===== config.mk =====
export PLATFORM = sky130hd
export DESIGN_NAME = fsic_wb_initiator
export DESIGN_NICKNAME = d
export VERILOG_FILES = /design/src/rtl/fsic_wb_pkg.sv /design/src/rtl/fsic_sync_fifo.sv /design/src/rtl/fsic_wb_initiator.sv
export SDC_FILE = /design/constraint.sdc
export NUM_CORES = 1
export LEC_CHECK = 0
export ABC_AREA = 1
export BUFFER_PORTS_ARGS = -buffer_cell sky130_fd_sc_hd__buf_2
export CAP_MARGIN = 20
export CORE_ASPECT_RATIO = 0.6
export CORE_UTILIZATION = 40
export DETAILED_ROUTE_END_ITERATION = 10
export PLACE_DENSITY = 0.63
export SLEW_MARGIN = 20
export SYNTH_ARGS = -nofsm -noshare
export SYNTH_HDL_FRONTEND = slang
export SYNTH_SLANG_ARGS = --single-unit

===== constraint.sdc =====
create_clock -name wb_clk -period 10.2 [get_ports wb_clk]
set_input_delay 0 -clock wb_clk [delete_from_list [all_inputs] [get_ports wb_clk]]
set_output_delay 0 -clock wb_clk [all_outputs]
set_load 0.01 [all_outputs]

===== src/rtl/fsic_wb_pkg.sv =====
// Shared types and widths for the FSIC Wishbone initiator: FSM state encoding
// and the packed command record that travels through the command FIFO.
package fsic_wb_pkg;

  localparam int WB_ADR_W = 32;
  localparam int WB_DAT_W = 32;
  localparam int WB_SEL_W = 4;

  typedef enum logic [1:0] {
    ST_IDLE = 2'd0,
    ST_BUS  = 2'd1,
    ST_RESP = 2'd2
  } fsm_state_e;

  // 69 bits: adr(32) wdata(32) sel(4) we(1)
  typedef struct packed {
    logic [WB_ADR_W-1:0] adr;
    logic [WB_DAT_W-1:0] wdata;
    logic [WB_SEL_W-1:0] sel;
    logic                we;
  } wb_cmd_t;

  localparam int CMD_W = $bits(wb_cmd_t);

endpackage


===== src/rtl/fsic_sync_fifo.sv =====
// Single-clock FIFO with registered full/empty flags; pointers carry one
// extra wrap bit so full and empty are distinguishable without a counter.
module fsic_sync_fifo #(
  parameter int WIDTH = 69,
  parameter int DEPTH = 4
) (
  input  logic             clk_i,
  input  logic             rst_i,
  input  logic             push_i,
  input  logic [WIDTH-1:0] data_i,
  input  logic             pop_i,
  output logic [WIDTH-1:0] data_o,
  output logic             full_o,
  output logic             empty_o
);

  localparam int AW = $clog2(DEPTH);

  logic [WIDTH-1:0] mem_q [DEPTH];
  logic [AW:0]      wr_ptr_q, wr_ptr_d;
  logic [AW:0]      rd_ptr_q, rd_ptr_d;
  logic             full_q, full_d;
  logic             empty_q, empty_d;
  logic             push_ok, pop_ok;

  assign push_ok = push_i && !full_q;
  assign pop_ok  = pop_i && !empty_q;

  always_comb begin
    wr_ptr_d = wr_ptr_q + {{AW{1'b0}}, push_ok};
    rd_ptr_d = rd_ptr_q + {{AW{1'b0}}, pop_ok};
    empty_d  = (wr_ptr_d == rd_ptr_d);
    full_d   = (wr_ptr_d[AW] != rd_ptr_d[AW]) &&
               (wr_ptr_d[AW-1:0] == rd_ptr_d[AW-1:0]);
  end

  always_ff @(posedge clk_i) begin
    if (rst_i) begin
      wr_ptr_q <= '0;
      rd_ptr_q <= '0;
      full_q   <= 1'b0;
      empty_q  <= 1'b1;
    end else begin
      wr_ptr_q <= wr_ptr_d;
      rd_ptr_q <= rd_ptr_d;
      full_q   <= full_d;
      empty_q  <= empty_d;
    end
  end

  // Storage needs no reset; the pointers decide what is valid.
  always_ff @(posedge clk_i) begin
    if (push_ok) mem_q[wr_ptr_q[AW-1:0]] <= data_i;
  end

  assign data_o  = mem_q[rd_ptr_q[AW-1:0]];
  assign full_o  = full_q;
  assign empty_o = empty_q;

endmodule


===== src/rtl/fsic_wb_initiator.sv =====
// Wishbone classic initiator for the FSIC user-project slave port: buffered
// commands, one bus cycle at a time, one response each. Optional bus timeout
// abort is built when FSIC_WB_TIMEOUT_EN is defined.
module fsic_wb_initiator
  import fsic_wb_pkg::*;
#(
  parameter int CMD_DEPTH = 4,
  parameter int TIMEOUT   = 255
) (
  input  logic                wb_clk,
  input  logic                wb_rst,
  input  logic                cmd_valid,
  output logic                cmd_ready,
  input  logic [WB_ADR_W-1:0] cmd_adr,
  input  logic [WB_DAT_W-1:0] cmd_wdata,
  input  logic [WB_SEL_W-1:0] cmd_sel,
  input  logic                cmd_we,
  output logic                rsp_valid,
  input  logic                rsp_ready,
  output logic [WB_DAT_W-1:0] rsp_rdata,
  output logic                rsp_err,
  output logic [WB_ADR_W-1:0] wbs_adr,
  output logic [WB_DAT_W-1:0] wbs_wdata,
  output logic [WB_SEL_W-1:0] wbs_sel,
  output logic                wbs_cyc,
  output logic                wbs_stb,
  output logic                wbs_we,
  input  logic                wbs_ack,
  input  logic [WB_DAT_W-1:0] wbs_rdata,
  output fsm_state_e          dbg_state_o
);

  if ((CMD_DEPTH < 2) || ((CMD_DEPTH & (CMD_DEPTH - 1)) != 0)) begin : g_bad_depth
    $error("CMD_DEPTH must be a power of two >= 2");
  end
  if ((TIMEOUT < 1) || (TIMEOUT > 65535)) begin : g_bad_timeout
    $error("TIMEOUT must be in 1..65535");
  end

  // Handshakes: a transfer happens on a rising edge where valid && ready.
  // A valid source holds its payload stable until that edge; ready never
  // depends combinationally on valid.

  fsm_state_e          state_q, state_d;
  logic [WB_ADR_W-1:0] adr_q, adr_d;
  logic [WB_DAT_W-1:0] wdata_q, wdata_d;
  logic [WB_SEL_W-1:0] sel_q, sel_d;
  logic                we_q, we_d;
  logic                cyc_q, cyc_d;
  logic                rsp_valid_q, rsp_valid_d;
  logic [WB_DAT_W-1:0] rsp_rdata_q, rsp_rdata_d;

  wb_cmd_t cmd_in, cmd_head;
  logic    fifo_full, fifo_empty, fifo_pop;

  assign cmd_in = '{adr: cmd_adr, wdata: cmd_wdata, sel: cmd_sel, we: cmd_we};

  fsic_sync_fifo #(
    .WIDTH (CMD_W),
    .DEPTH (CMD_DEPTH)
  ) u_cmd_fifo (
    .clk_i   (wb_clk),
    .rst_i   (wb_rst),
    .push_i  (cmd_valid && !fifo_full),
    .data_i  (cmd_in),
    .pop_i   (fifo_pop),
    .data_o  (cmd_head),
    .full_o  (fifo_full),
    .empty_o (fifo_empty)
  );

`ifdef FSIC_WB_TIMEOUT_EN
  localparam logic [15:0] TMO_LAST = 16'(TIMEOUT - 1);
  logic [15:0] cnt_q, cnt_d;
  logic        err_q, err_d;
`endif

  always_comb begin
    state_d     = state_q;
    adr_d       = adr_q;
    wdata_d     = wdata_q;
    sel_d       = sel_q;
    we_d        = we_q;
    cyc_d       = cyc_q;
    rsp_valid_d = rsp_valid_q;
    rsp_rdata_d = rsp_rdata_q;
    fifo_pop    = 1'b0;
`ifdef FSIC_WB_TIMEOUT_EN
    cnt_d       = cnt_q;
    err_d       = err_q;
`endif
    case (state_q)
      ST_IDLE: begin
        if (!fifo_empty) begin
          fifo_pop = 1'b1;
          adr_d    = cmd_head.adr;
          wdata_d  = cmd_head.wdata;
          sel_d    = cmd_head.sel;
          we_d     = cmd_head.we;
          cyc_d    = 1'b1;
`ifdef FSIC_WB_TIMEOUT_EN
          cnt_d    = '0;
`endif
          state_d  = ST_BUS;
        end
      end
      ST_BUS: begin
        // Ack is checked first so it wins over a coincident timeout.
        if (wbs_ack) begin
          cyc_d       = 1'b0;
          rsp_rdata_d = we_q ? '0 : wbs_rdata;
          rsp_valid_d = 1'b1;
`ifdef FSIC_WB_TIMEOUT_EN
          err_d       = 1'b0;
`endif
          state_d     = ST_RESP;
        end
`ifdef FSIC_WB_TIMEOUT_EN
        else if (cnt_q == TMO_LAST) begin
          cyc_d       = 1'b0;
          rsp_rdata_d = '0;
          err_d       = 1'b1;
          rsp_valid_d = 1'b1;
          state_d     = ST_RESP;
        end else if (cnt_q != 16'hFFFF) begin
          cnt_d = cnt_q + 16'd1;
        end
`endif
      end
      ST_RESP: begin
        if (rsp_valid_q && rsp_ready) begin
          rsp_valid_d = 1'b0;
          state_d     = ST_IDLE;
        end
      end
      default: state_d = ST_IDLE;
    endcase
  end

  always_ff @(posedge wb_clk) begin
    if (wb_rst) begin
      state_q     <= ST_IDLE;
      adr_q       <= '0;
      wdata_q     <= '0;
      sel_q       <= '0;
      we_q        <= 1'b0;
      cyc_q       <= 1'b0;
      rsp_valid_q <= 1'b0;
      rsp_rdata_q <= '0;
    end else begin
      state_q     <= state_d;
      adr_q       <= adr_d;
      wdata_q     <= wdata_d;
      sel_q       <= sel_d;
      we_q        <= we_d;
      cyc_q       <= cyc_d;
      rsp_valid_q <= rsp_valid_d;
      rsp_rdata_q <= rsp_rdata_d;
    end
  end

`ifdef FSIC_WB_TIMEOUT_EN
  always_ff @(posedge wb_clk) begin
    if (wb_rst) begin
      cnt_q <= '0;
      err_q <= 1'b0;
    end else begin
      cnt_q <= cnt_d;
      err_q <= err_d;
    end
  end
  assign rsp_err = err_q;
`else
  assign rsp_err = 1'b0;
`endif

  assign cmd_ready   = !fifo_full;
  assign rsp_valid   = rsp_valid_q;
  assign rsp_rdata   = rsp_rdata_q;
  assign wbs_adr     = adr_q;
  assign wbs_wdata   = wdata_q;
  assign wbs_sel     = sel_q;
  assign wbs_we      = we_q;
  assign wbs_cyc     = cyc_q;
  assign wbs_stb     = cyc_q;
  assign dbg_state_o = state_q;

endmodule


==> results of run 1 <==
layer usage:
layer  wire [um]  GRT usage (%)
met4         439          3.872
met5           0              0
met1       16210          23.56
met2       16610          30.19
met3        1608          3.434
worst reg2reg max path: cells and delay by family (launching register included):
kind / cells / cell delay, ns
adders and majority gates: 2 / 0.47
buffers and inverters: 2 / 0.80
DFF: 1 / 0.85
and+or+nand+nor: 6 / 0.41
power groups by stage:
| stage | clock (uW) | sequential, uW | combinational (uW) |
|---|---|---|---|
| global placement | 0 | 2050 | 1090 |
| CTS | 1360 | 2020 | 1150 |
| finish | 1320 | 2020 | 1130 |
| floorplan | 0 | 2050 | 776 |
| detailed placement | 0 | 2050 | 1110 |
| global route | 1420 | 2040 | 1290 |
cells by family (layout without fill, tap and decap cells):
group	Yosys count	count (layout)
other cells	1	4
compound gates	176	176
xor+xnor	1	1
simple gates	656	656
flops	389	389
buf+inv	176	491
fa+ha+maj	3	3
placed cells by master, fill, tap and decap left out, drive strengths merged:
master       count
conb             1
buf            227
nor2           423
bufinv           1
diode            3
xnor2            1
dfxtp          113
nand4           32
o31ai            1
dlygate4sd3    106
clkbuf          54
nand3           74
clkinv          12
clkinvlp         1
nand2          125
ha               3
a21oi           37
nor3             2
edfxtp         276
inv             90
o21ai          138
state kept, by name, summed over array words and instances, names as in the netlist:
signal,flops
wbs_adr,32
wbs_we,1
u_cmd_fifo.rd_ptr_q,3
rsp_valid,1
wbs_sel,4
wbs_wdata,32
wbs_cyc,1
u_cmd_fifo.empty_o,1
u_cmd_fifo.full_o,1
dbg_state_o,2
rsp_rdata,32
u_cmd_fifo.wr_ptr_q,3
u_cmd_fifo.mem_q,276
per-stage QoR:
| step | total power (uW) | area, um2 |
|---|---|---|
| global placement | 3136 | 16300 |
| global route | 4749 | 18550 |
| CTS | 4526 | 18540 |
| detailed placement | 3160 | 16310 |
| floorplan | 2827 | 14920 |
| finish | 4469 | 18550 |
cell type report:
cell class                 count  area [um2]  area share (%)
timing repair buffer         333        2252           12.14
clock inverter                15       97.59          0.5261
sequential                   389       10560           56.91
tap                          504       630.6           3.399
antenna                        3       7.507         0.04047
clock buffer                  54        1062           5.726
multi-input combinational    837        3606           19.44
inverter                      89       336.6           1.814
how the worst min path moves through the flow:
stage                                         end  depth (start not counted)
after floorplan            u_cmd_fifo.mem_q[0][0]                          0
after global placement    u_cmd_fifo.mem_q[3][21]                          1
after detailed placement  u_cmd_fifo.mem_q[1][35]                          1
after CTS                            rsp_rdata[8]                          3
after global routing                 rsp_rdata[5]                          3
final                               rsp_rdata[21]                          3
==> results by group, run 1 <==
Global routing
  – First-pass GRT wire length: 52.58 mm
  – Largest net degree at the start of global routing: 95
  – Vias in the first global route: 9716
  – Total Routing Usage GR: about 18%
  – Initial antenna violation count: 3
  – Overflow after GRT: 0

Synthesis
  – Largest family of logic cells by synthesized area: simple AND/OR/NAND/NOR gates
  – Mapped cell area: 14920 um2
  – Synth area leader: edfxtp_1
  – Simple-gate share of the synthesized area: 17.71%
  – Synth cell types: 23
  – Synth top cells by count: nor2_1, edfxtp_1, nand2_1
  – Synthesized area per cell: ~11 um2
  – Fraction of synthesized cell area in xor and xnor cells: 0.05871%
  – Most numerous cell in the Yosys netlist: nor2_1
  – Fraction of the mapped netlist area in adder cells: less than 1%
  – Multiplexer share of the synthesized area: 0%
  – Synth warn: 0
  – Predominant post-synthesis flop cell: edfxtp_1
  – Asr flop ratio synth: 0%
  – Post-Synthesis Cells: approximately 1400
  – Syn Nets: 1511
  – Area contributors post-synth: edfxtp_1, dfxtp_1, nor2_1
  – Post-synth EDFFs: about 280
  – Compound-Gate Fraction of Synth Area: 5.921%
  – Post-synth top area share: a little under three fifths
  – Post-synthesis sequential area ratio: 70.71%
  – Yosys reg bits: 389

Timing
  – Unrepaired setup endpoints after global routing: no
  – Pins Over Slew Limit: 0
  – Worst-Margin Slew: 1.066 ns
  – Max-slew headroom: 28.87%
  – Final setup violation count: 0
  – Setup TNS: 0 ns
  – Hold Vio Cnt, Final: 0
  – Peak Freq: 381.6 MHz
  – Final Skew: 0.02024 ns
  – Final Cycle Share: about 26%
  – Fin crit period: 2.620 ns
  – Hold slack: 0.07821 ns
  – Final WS setup: 7.580 ns

Route
  – Vias post-DR: 10440
  – Wirelength per Cell: 15.68 um
  – Routed Wire Length: 34.87 mm
  – DRC: 0
  – Iteration-0 DRC Markers: 605
  – Number of detailed-route iterations in the first pass: 6
  – Final ANT Viol Nets: 0
  – Via-to-Cell Ratio: approximately 4.7

Status
  – Status: completed

Worst setup path
  – Critical-path maximum fanout: 71
  – CP startpoint kind: flop
  – WP buf/inv: 2
  – CP peak stage delay: 0.85 ns
  – R2R Setup Slk: 7.58 ns
  – Reg-to-Reg End: u_cmd_fifo.empty_o
  – Worst Path Arrival: between 3 and 4 ns
  – Critical path capture point: u_cmd_fifo.empty_o
  – Largest delay share family, worst path: flip-flops
  – Reg-to-reg startpoint: u_cmd_fifo.rd_ptr_q[0]
  – CP endpoint kind: flop
  – Critical path, cell by cell: buf_4 > ha_1 > ha_1 > nand2_1 > nand2_1 > inv_1 > nand2_1 > nand2_1 > nand3_1 > nand2_1
  – Number of cells on the critical path: 10
  – Crit path top cell by count: nand2_1
  – Critical-path top delay cell: dfxtp_4
  – CP Launch Point: u_cmd_fifo.rd_ptr_q[0]
  – Crit Path Class: flop to flop
  – Worst EP required: 10.61 ns
  – R2R cell count: 10

Clock tree
  – Setup Fix Bufs, Post-CTS: 0
  – CTS tree: yes
  – CTS buffer count: 38
  – Cts repair resizes: 0
  – Clock Path Buffers: 3
  – Total number of H-tree levels: 2
  – Post-cts hold buffer count: 106
  – Clk sink count: approximately 400
  – Latest clock arrival within the worst-skew pair: 0.53 ns
  – Clk slew on worst S/H paths: ~0.060 ns
  – Root buf cell: clkbuf_16

Placement
  – Post-Place Cells: 2046
  – DPL Wire Length: 19.02 mm
  – # port buffers: 212
  – Dpl ws: approximately 7.6 ns
  – Placer Congestion: 0.7530

Die
  – Initial Util: between 40% and 50%
  – Die height: 151.6 um
  – Core area: 36550 um2
  – I/O pin cnt: 214
  – Row count: 54
  – Chip width: between 200 and 300 um
  – Die area: about 38000 um2

Power
  – Switching Share: about a third
  – Clock power share: 29.6%
  – Sw Pwr: 1440 uW
  – P_int: about 3000 uW
  – Max VDD drop: 0.1125 mV
  – Static leakage: 0.007509 uW
  – Part of the power in registers: 45.1%
  – Combinational power share: approximately 25%
  – Pwr Density: 240.9 nW/um2

Job
  – Max-cap violations: 0

Layout
  – Final core utilization: 50.75%
  – Final std cells w/o fill: between 2000 and 2500
  – Area growth syn-to-layout: 24.34%
  – Filler Cell Count: roughly 3200
  – Nets: 1797
  – Share of cells above drive strength 1: roughly 17%

Hold path
  – Worst hold start: wbs_ack
  – Hold WC Path Type: primary input to flop
Note: power is estimated with default switching activity, not from simulation.
==> run 2, diff against run 1 <==
clock period = 2.5 ns   (was 10.2 ns; I/O delays follow)
==> run 2 against run 1 <==
Clock-buffer cell count increased by 5. First-iteration DRC count stayed put. Hold slack worse by 0.0044 ns. Die area unchanged. Sequential share of layout area decreased by 0.77 points. Combinational power grew to 4.4 times the previous value. Global-route usage increased by 0.55 points. Critical endpoint unchanged.
==> results by group, run 2 (synthesized netlist as in run 1, its figures left out) <==
Status
  – Status: completed (unchanged)

Timing
  – Worst-Margin Slew: 0.6253 ns (was 1.066 ns)
  – Pins Over Slew Limit: 0 (unchanged)
  – Final Cycle Share: 67.82% (was 25.69%)
  – Max-slew headroom: 58.32% (was 28.87%)
  – Peak Freq: 589.8 MHz (was 381.6 MHz)
  – Hold Vio Cnt, Final: 0 (unchanged)
  – Fin crit period: 1.695 ns (was 2.620 ns)
  – Final setup violation count: 0 (unchanged)
  – Unrepaired setup endpoints after global routing: no (unchanged)
  – Final Skew: 0.008447 ns (was 0.02024 ns)

Clock tree
  – Latest clock arrival within the worst-skew pair: 0.52 ns (was 0.53 ns)
  – Clock Path Buffers: 3 (unchanged)
  – Root buf cell: clkbuf_16 (unchanged)
  – Clk sink count: 389 (unchanged)
  – Total number of H-tree levels: 2 (unchanged)
  – CTS tree: yes (unchanged)
  – CTS buffer count: 38 (unchanged)
  – Cts repair resizes: 0 (unchanged)
  – Clk slew on worst S/H paths: 0.06 ns (about the same)

Die
  – Chip width: 251.3 um (unchanged)
  – Row count: 54 (unchanged)
  – I/O pin cnt: 214 (unchanged)
  – Die height: 151.6 um (unchanged)
  – Initial Util: 40.82% (unchanged)
  – Core area: 36550 um2 (unchanged)
  – Die area: 38100 um2 (unchanged)

Worst setup path
  – Critical-path maximum fanout: 4 (was 71)
  – Worst Path Arrival: 2.11 ns (was 3.03 ns)
  – CP Launch Point: dbg_state_o[1] (was u_cmd_fifo.rd_ptr_q[0])
  – Reg-to-reg startpoint: dbg_state_o[1] (was u_cmd_fifo.rd_ptr_q[0])
  – Crit Path Class: flop to flop (unchanged)
  – CP endpoint kind: flop (unchanged)
  – Worst EP required: 2.92 ns (was 10.61 ns)
  – CP startpoint kind: flop (unchanged)

Route
  – Via-to-Cell Ratio: 4.732 (was 4.696)
  – Iteration-0 DRC Markers: 605 (unchanged)
  – DRC: 0 (unchanged)
  – Vias post-DR: 10550 (was 10440)
  – Number of detailed-route iterations in the first pass: 6 (unchanged)
  – Routed Wire Length: 35.30 mm (was 34.87 mm)
  – Final ANT Viol Nets: 0 (unchanged)
  – Wirelength per Cell: 15.84 um (was 15.68 um)

Placement
  – Post-Place Cells: 2055 (was 2046)
  – DPL Wire Length: 19.67 mm (was 19.02 mm)
  – # port buffers: 212 (unchanged)
  – DP Area: 16540 um2 (was 16310 um2)
  – Placer Congestion: 0.7038 (was 0.7530)

Hold path
  – Hold WC Path Type: primary input to flop (unchanged)
  – Worst hold start: wbs_ack (unchanged)

Layout
  – Most frequent cells in the layout: nor2_1, edfxtp_1, buf_2 (unchanged)
  – Area growth syn-to-layout: 26.06% (was 24.34%)
  – Post-route cell area: 18810 um2 (was 18550 um2)
  – Filler Cell Count: 3251 (was 3239)
  – Nets: 1804 (was 1797)
  – Share of cells above drive strength 1: 17.81% (was 16.83%)
  – Final std cells w/o fill: 2229 (was 2224)
  – Max reg flops: 276 (unchanged)
  – Commonest non-fill, non-tap cell in the layout: nor2_1 (unchanged)

Power
  – Sw Pwr: 5942 uW (was 1440 uW)
  – P_int: 12720 uW (was 3029 uW)
  – Part of the power in registers: 43.1% (was 45.1%)
  – Pwr Density: 992.1 nW/um2 (was 240.9 nW/um2)
  – Combinational power share: 26.9% (was 25.3%)
  – Switching Share: 31.84% (was 32.22%)
  – Clock power share: 30.0% (was 29.6%)
  – Static leakage: 0.007630 uW (was 0.007509 uW)
  – Max VDD drop: 0.6325 mV (was 0.1125 mV)

Job
  – Max-cap violations: 0 (unchanged)

Global routing
  – Initial antenna violation count: 1 (was 3)
  – Vias in the first global route: 9893 (was 9716)
  – Largest net degree at the start of global routing: 90 (was 95)
  – First-pass GRT wire length: 54.07 mm (was 52.58 mm)
  – Total Routing Usage GR: 18.25% (was 17.70%)
  – Overflow after GRT: 0 (unchanged)
[run 2: cell types whose count changed in the layout (fill, tap and decap cells not counted), sizes merged]
cell | before | now
buf | 227 | 236
clkbuf | 54 | 59
clkinv | 12 | 8
clkinvlp | 1 | 0
diode | 3 | 1
dlygate4sd3 | 106 | 104
[run 2: timing repair]
item                       CTS  global route
setup buffers                0             0
hold buffers               104             0
hold endpoints to repair   334             0
setup endpoints to repair    0             0
[run 2: metrics by stage]
step                      worst slack, ns  power, uW  setup TNS (ns)  util (%)  hold WS (ns)
after floorplan                   -0.3976      11520          -66.35         -       0.09887
after global placement             0.8650      13030               0     45.24        0.2141
after detailed placement           0.8364      13120               0     45.24        0.2149
after CTS                          0.7944      18930               0     51.45       0.01776
after global routing               0.6328      19860               0     51.45       0.07001
final                              0.8046      18660               0     51.45       0.07385
[run 2: path summary, 6_finish.rpt]
path | cells past startpoint | slack, ns | end
worst max-delay path | 13 | 0.80 | u_cmd_fifo.empty_o
worst min-delay path | 3 | 0.07 | rsp_rdata[10]
worst max register to register | 13 | 0.80 | u_cmd_fifo.empty_o
worst min register to register | 2 | 0.46 | rsp_rdata[25]
[run 2: area by class of cell]
class                      count  area, um2  share of cell area [%]
sequential                   389      10560                   56.14
timing repair buffer         340       2422                   12.88
clock inverter                10      75.07                  0.3991
inverter                      89      339.1                   1.803
clock buffer                  59       1154                   6.134
antenna                        1      2.502                 0.01330
tap                          504      630.6                   3.353
multi-input combinational    837       3626                   19.28
[run 2: power by group through the flow]
stage	sequential (uW)	combinational, uW	clock, uW
global placement	8160	4870	0
detailed placement	8180	4930	0
finish	8040	5010	5610
floorplan	8350	3170	0
CTS	8050	5090	5780
global route	8130	5710	6020
[run 2: layer usage]
metal	global-route usage (%)	vias up	share of wire, %
met4	4.695	0	1.9
li1	-	5279	-
met2	30.48	212	48
met5	0	-	0
met1	24.71	5005	46
met3	3.297	51	3.9
[run 2: critical path, cell delays in order, from the launching register on]
cell     delay (ns)
dfxtp_1        0.41
inv_2          0.05
nand2_1        0.13
nor2_4         0.07
ha_1           0.20
ha_1           0.20
inv_1          0.06
nand2_1        0.04
nand2_1        0.10
inv_1          0.06
nand2_1        0.07
nand2_1        0.06
nand3_1        0.08
nand2_1        0.05
